==> src/rtl/cdb_arbiter.sv <==
// Round-robin arbiter that picks one functional-unit result per cycle and
// registers it onto the common data bus one cycle later.
module cdb_arbiter #(
  parameter int NUM_REQ = 4,
  parameter int DATA_W  = 32,
  parameter int TAG_W   = 4,
  parameter int NAME_W  = 5,
  localparam int SRC_W  = $clog2(NUM_REQ)
) (
  input  logic                      clk,
  input  logic                      rst,
  input  logic                      flush,
  input  logic [NUM_REQ-1:0]        req_valid,
  input  logic [NUM_REQ*NAME_W-1:0] req_name,
  input  logic [NUM_REQ*DATA_W-1:0] req_data,
  input  logic [NUM_REQ*TAG_W-1:0]  req_tag,
  output logic [NUM_REQ-1:0]        req_ready,
  output logic                      cdb_en,
  output logic [NAME_W-1:0]         cdb_name,
  output logic [DATA_W-1:0]         cdb_data,
  output logic [TAG_W-1:0]          cdb_tag,
  output logic [SRC_W-1:0]          cdb_src
);

  logic [NUM_REQ-1:0][NAME_W-1:0] name_a;
  logic [NUM_REQ-1:0][DATA_W-1:0] data_a;
  logic [NUM_REQ-1:0][TAG_W-1:0]  tag_a;

  for (genvar i = 0; i < NUM_REQ; i++) begin : g_unpack
    assign name_a[i] = req_name[i*NAME_W +: NAME_W];
    assign data_a[i] = req_data[i*DATA_W +: DATA_W];
    assign tag_a[i]  = req_tag[i*TAG_W +: TAG_W];
  end

  logic [SRC_W-1:0] ptr;
  logic [SRC_W-1:0] gidx;
  logic             found;

  // Scan from ptr upward with wrap; first valid requester wins.
  always_comb begin
    found = 1'b0;
    gidx  = '0;
    for (int k = 0; k < NUM_REQ; k++) begin
      if (!found && req_valid[(int'(ptr) + k) % NUM_REQ]) begin
        found = 1'b1;
        gidx  = SRC_W'((int'(ptr) + k) % NUM_REQ);
      end
    end
    if (rst || flush) found = 1'b0;
    req_ready = '0;
    if (found) req_ready[gidx] = 1'b1;
  end

  always_ff @(posedge clk) begin
    if (rst) begin
      ptr      <= '0;
      cdb_en   <= 1'b0;
      cdb_name <= '0;
      cdb_data <= '0;
      cdb_tag  <= '0;
      cdb_src  <= '0;
    end else begin
      cdb_en <= 1'b0;
      if (found) begin
        ptr      <= (gidx == SRC_W'(NUM_REQ-1)) ? '0 : gidx + SRC_W'(1);
        // Tag 0 is not a producer: consume the result but suppress the wakeup.
        cdb_en   <= (tag_a[gidx] != '0);
        cdb_name <= name_a[gidx];
        cdb_data <= data_a[gidx];
        cdb_tag  <= tag_a[gidx];
        cdb_src  <= gidx;
      end
    end
  end

endmodule

==> config.mk <==
export PLATFORM = sky130hd
export DESIGN_NAME = cdb_arbiter
export DESIGN_NICKNAME = d
export VERILOG_FILES = /design/src/rtl/cdb_arbiter.sv
export SDC_FILE = /design/constraint.sdc
export NUM_CORES = 1
export LEC_CHECK = 0
export CORE_ASPECT_RATIO = 1.75
export CORE_MARGIN = 1.5
export CORE_UTILIZATION = 38
export CTS_CLUSTER_SIZE = 28
export DETAILED_ROUTE_END_ITERATION = 8
export PLACE_DENSITY = 0.84
export SYNTH_ARGS = -nofsm -noshare
export SYNTH_HDL_FRONTEND = slang
export SYNTH_SLANG_ARGS = --single-unit
==> constraint.sdc <==
create_clock -name clk -period 4.55 [get_ports clk]
set_input_delay 0.6825 -clock clk [delete_from_list [all_inputs] [get_ports clk]]
set_output_delay 0.6825 -clock clk [all_outputs]
set_load 0.03 [all_outputs]
# Word level (Yosys, flattened, before mapping)
# Index checks and enable logic that the tools add are counted.
word_totals:
  inputBits: 171
  output_inout_bits: 48
  elab_cells: 64
  ff_bits: 46
classes:
  addsub: 4
  n_reduce_logical: 13
  n_lt_le_gt_ge: 6
  eq_ne: 1
  muxes: 30
  bitwise_logic: 4
ops:
  columns: ["operator", "count"]
  rows:
  - ["32-bit binary-select mux with 2-bit select", 1]
  - ["32-bit two-way mux", 1]
  - ["1-bit two-way mux", 13]
  - ["3-bit by 4-bit less-than comparator with 1-bit output, second input constant", 3]
  - ["5-bit binary-select mux with 2-bit select", 1]
  - ["2-bit two-way mux", 5]
  - ["1-bit binary-select mux with 2-bit select", 4]
  - ["4-bit binary-select mux with 2-bit select", 1]
  - ["4-bit two-way mux", 2]
  - ["2-bit OR reduction", 4]
  - ["2-bit by 3-bit less-than comparator with 1-bit output, second input constant", 2]
  - ["5-bit two-way mux", 1]
  - ["2-bit by 1-bit adder with 2-bit output, second input constant", 2]
  - ["2-bit adder, second input constant", 2]
  - ["1-bit logical AND", 4]
  - ["4-bit nonzero test", 1]
  - ["1-bit AND, first input constant", 3]
  - ["1-bit zero test", 3]
  - ["1-bit demux with 2-bit select", 1]
  - ["2-bit == test, second input constant", 1]
  - ["2-bit by 1-bit greater-or-equal comparator with 1-bit output, second input constant", 1]
  - ["1-bit logical OR", 1]
  - ["1-bit NOT", 1]

# Longest topological paths before layout
logic_depth:
  word_depth: 19
  mapped_depth: 10
  depth_no_buf: 8

# Least setup slack after synthesis
# OpenSTA, ideal clock, no wires.
synth_timing:
  path_type: "input -> output"
  startpoint: "input req_valid[2]"
  endpoint: "output req_ready[2]"
  path_stages: 8
  n_path_buf: 3
  required_time_ns: 3.868
  arrival_time_ns: 2.334
  slack_ns: 1.534
  path_cell_list: "nor2b_1 -> or4b_4 -> and2_1 -> clkbuf_1 -> buf_6 -> buf_2 -> ha_1 -> and2_1"
synth_between:
  elab_chain_cells: 17
  elab_cells_between_ends: 32
  classes_between: "order compare (2); mux (23); reduce/logical (7)"
synth_lines:
  columns: ["element", "line_no", "text"]
  rows:
  - ["start, declared", "13", "input logic [NUM_REQ-1:0] req_valid,"]
  - ["1-bit binary-select mux with 2-bit select", "44", "if (!found && req_valid[(int'(ptr) + k) % NUM_REQ]) begin"]
  - ["1-bit two-way mux (implied by the code)", "44", null]
  - ["1-bit two-way mux", "44", null]
  - ["1-bit zero test", "44", null]
  - ["1-bit logical AND", "44", null]
  - ["1-bit two-way mux", "44", null]
  - ["1-bit zero test", "44", null]
  - ["1-bit logical AND", "44", null]
  - ["1-bit two-way mux", "44", null]
  - ["1-bit zero test", "44", null]
  - ["1-bit logical AND", "44", null]
  - ["2-bit two-way mux", "44", null]
  - ["2-bit by 3-bit less-than comparator with 1-bit output (implied by the code) or 2-bit by 1-bit greater-or-equal comparator with 1-bit output (tied branches)", "51", "if (found) req_ready[gidx] = 1'b1;"]
  - ["1-bit logical AND (implied by the code)", "51", null]
  - ["1-bit two-way mux (implied by the code)", "51", null]
  - ["1-bit demux with 2-bit select", "51", null]
  - ["4-bit two-way mux (*)", "51", null]
  - ["end, declared", "17", "output logic [NUM_REQ-1:0] req_ready,"]
# Mark *: on every way between the ends. The rest lies on a longest branch, timed or not. The select of a mux whose other input is x is not followed.

# Worst setup path after layout
layout_timing:
  startpoint: "input req_valid[2]"
  endpoint: "output req_ready[3]"
layout_between:
  elab_chain_cells: 17
  elab_cells_between_ends: 32
  classes_between: "order compare (2); mux (23); reduce/logical (7)"
layout_lines:
  columns: ["element", "line_no", "text"]
  rows:
  - ["1-bit binary-select mux with 2-bit select", "44", null]
  - ["1-bit two-way mux (implied by the code)", "44", null]
  - ["1-bit two-way mux", "44", null]
  - ["1-bit zero test", "44", null]
  - ["1-bit logical AND", "44", null]
  - ["1-bit two-way mux", "44", null]
  - ["1-bit zero test", "44", null]
  - ["1-bit logical AND", "44", null]
  - ["(+2 left out)", null, null]
  - ["1-bit logical AND", "44", null]
  - ["2-bit two-way mux (*)", "44", null]
  - ["net gidx[0]", "36", "logic [SRC_W-1:0] gidx;"]
  - ["2-bit by 3-bit less-than comparator with 1-bit output (implied by the code) or 2-bit by 1-bit greater-or-equal comparator with 1-bit output (tied branches)", "51", null]
  - ["1-bit logical AND (implied by the code)", "51", null]
  - ["1-bit two-way mux (implied by the code)", "51", null]
  - ["1-bit demux with 2-bit select (*)", "51", null]
  - ["4-bit two-way mux (*)", "51", null]
# The timed path passes the listed nets; every way through them passes the cells marked *. The select of a mux whose other input is x is not followed.

==> flow_summary.ini <==
[status]
status = finished, violations left
violations = design-rule violations

[clock_tree]
cts_tree = yes
cts_buffers = 5
clockBufferDepth = 2
clkSlewWorstSetupHoldPaths_ns = 0.06
cts-root-buf = clkbuf_16
cts-htree-levels = 2
cts.repair.resized = 0
clkSinkCount = 46
insertion_delay_ns = 0.28
cts_setup_buffers = 0
cts_hold_buffers = 0

[routing]
route.met2.wl_mm = 6.130
top_layer = met4
drt_wl_total_mm = 11.06
wl_met1_mm = 3.658
routed-wl-met3_um = 645
vias_per_cell = 5.364
postRouteAntennaNets = 0
drt-initial-drc-count = 148
num_vias = 3363
drc = 10
wl_per_cell_um = 17.64
drt_pass1_iterations = 8

[pwr]
p_clk_share_pct = 25.8
netSwitchingFraction_pct = 31.09
p_leak_nw = 2.319
intPower_mw = 1.080
switchingPower_uw = 487.2
seqPwrFrac_pct = 30.0
p_per_area_nw_per_um2 = 285.1
ir_worst_vdd_mv = 0.1846
p_total_mw = 1.567
p_comb_share_pct = 44.3

[layout]
nFillCells = 678
num_antenna_cells = 0
fin_nets = 711
multi_input_area_sq_um = 2054
area_growth_pct = 76.10
seqCellArea_sq_um = 920.9
drive_gt1_share_pct = 10.24

[synth]
postSynthAreaPerCell_sq_um = 9.315
synthArstFlopShare_pct = 0
yosys_warnings = 0
synth_seq_cells = 46
synth_ff_type = dfxtp_1
ys_types = 32
syn_area_sq_um = 3120
synthesis.nets = 510
netlist_instances = 335
yosysSeqAreaShare_pct = 29.51
synth_edf_count = 0

[floorplan]
die_y_um = 122.9
die_area_sq_um = 8786
core_area_sq_um = 7963
io_pins = 219
dieWidth_um = 71.50
initial_core_util_pct = 39.19
rows = 43

[sta]
fin_ws_ns = 0.7575
rsz0062_at_grt = no
hold_viol = 0
timing.fmax_mhz = 263.7
final_period_minus_worst_setup_slack_ns = 3.792
slew_violations = 0
setup_tns_ns = 0
relSlewSlack_pct = 44.82
fin_skew_ns = 0.003648
finalCritPeriodShare_pct = 83.35
tightest_slew_ns = 0.8277
setup_violations = 0

[worst_setup_path]
cp_slowest_stage_delay_ns = 0.66
cpMostUsedCell = clkdlybuf4s50_1
path_buf_inv = 3
crit_type = input pin to output pin
worstSetupEndpointType = output pin
cp.required_ns = 3.87
path_max_fanout = 7
critPathTopFamily = buffers and inverters
start_kind = input pin
cp.arrival_ns = 3.11
crit_chain = clkdlybuf4s50_1 > nor2b_1 > or4_4 > and2_4 > inv_2 > ha_1 > and2_1 > clkdlybuf4s50_1
r2r_slack_ns = 2.17
cp_slowest_cell = clkdlybuf4s50_1

[global_route]
grt_usage_pct = 24.70
grt_pass1_vias = 3551
grt_antenna_before_repair = 0
gr-total-overflow = 0
grt_max_degree = 49
grt_pass1_wl_mm = 16.97

[placement]
place_ws_ns = 0.7687
dpl.hpwl_mm = 8.744
place.gp.congestion = 0.9066
io_buffers = 218

[flow_run]
maxCapViolCount = 0

[worst_hold_path]
worstHoldPathType = flip-flop to flip-flop
==> worst reg2reg max path: cells and delay by family, from the launching register on <==
kind	cells	cell delay [ns]
simple gates	3	0.83
compound gates	3	0.77
flops	1	0.36
buf+inv	1	0.34
==> sequential cells by signal, indices dropped and copies added (netlist names) <==
signal    flops
cdb_tag       4
ptr           2
cdb_en        1
cdb_data     32
cdb_name      5
cdb_src       2
==> layout by cell type, fill, tap and decap left out, types with 3 or more instances in the layout <==
| cell type | count |
|---|---|
| a311o_1 | 4 |
| a21oi_1 | 11 |
| dfxtp_1 | 46 |
| nand3b_1 | 34 |
| clkbuf_16 | 5 |
| mux2i_1 | 74 |
| o21ai_1 | 34 |
| nand2_1 | 21 |
| nor2_1 | 5 |
| clkdlybuf4s50_1 | 218 |
| mux2_2 | 34 |
| buf_4 | 5 |
| ha_1 | 4 |
| o211a_1 | 4 |
| nand3_1 | 4 |
| and2_1 | 4 |
| nor2b_1 | 4 |
| o32a_1 | 3 |
| clkinv_1 | 4 |
==> Yosys cell counts, types with 3 or more instances <==
library cell,count,area share (%)
a21oi_1,11,1.8
o211a_1,4,1.3
ha_1,4,1.6
dfxtp_1,46,30
o32a_1,3,0.96
clkbuf_1,18,2.2
and2_1,5,1.0
buf_2,9,1.4
mux2_2,34,12
clkinv_1,4,0.48
nand2_1,21,2.5
nand3b_1,34,8.2
nor2b_1,4,0.80
mux2i_1,74,24
o21ai_1,34,5.5
nor2_1,5,0.60
nand3_1,4,0.64
a311o_1,4,1.3
==> path summary, 6_finish.rpt <==
path	to	depth (start not counted)	startpoint
max reg2reg	cdb_tag[0]	7	ptr[0]
min reg2reg	cdb_data[20]	2	cdb_data[20]
min	cdb_data[20]	2	cdb_data[20]
max	req_ready[3]	8	req_valid[2]
==> layer usage <==
layer | GRT usage (%) | up-vias
li1 | - | 1633
met1 | 23.19 | 1564
met4 | 15.09 | 0
met5 | 0 | -
met3 | 5.090 | 36
met2 | 47.49 | 130
==> area by class of cell <==
type	instances	area share (%)
multi-input combinational	254	37.39
inverter	6	0.4098
clock buffer	5	2.277
timing repair buffer	223	40.39
sequential	46	16.76
tap	90	2.049
clock inverter	3	0.7286
==> cells by family (layout without fill, tap and decap cells) <==
| kind of cell | Yosys count | after routing | synth area share, % |
|---|---|---|---|
| muxes | 108 | 108 | 36.01 |
| and+or+nand+nor | 77 | 77 | 14.92 |
| AOI/OAI and AO/OA | 65 | 65 | 13.15 |
| DFF | 46 | 46 | 29.51 |
| buffers and inverters | 35 | 237 | 4.811 |
| adders and majority gates | 4 | 4 | 1.604 |
==> power groups by stage <==
stage / logic (mW) / clock network [mW] / registers (mW)
finish: 0.694 / 0.404 / 0.470
global route: 0.739 / 0.433 / 0.475
CTS: 0.699 / 0.412 / 0.470
detailed placement: 0.696 / 0 / 0.478
global placement: 0.683 / 0 / 0.476
floorplan: 0.318 / 0 / 0.556
==> per-stage QoR <==
stage               hold WS [ns]  instances  utilization (%)  cell area (sq um)
finish                    0.4508        627            69.01               5495
global route              0.4733        627            69.01               5495
CTS                       0.4539        627            69.01               5495
detailed placement        0.4440        619            66.94               5330
global placement          0.4391        619            66.94               5330
floorplan                 0.4673        335                -               3120
Note: power is estimated with default switching activity, not from simulation.
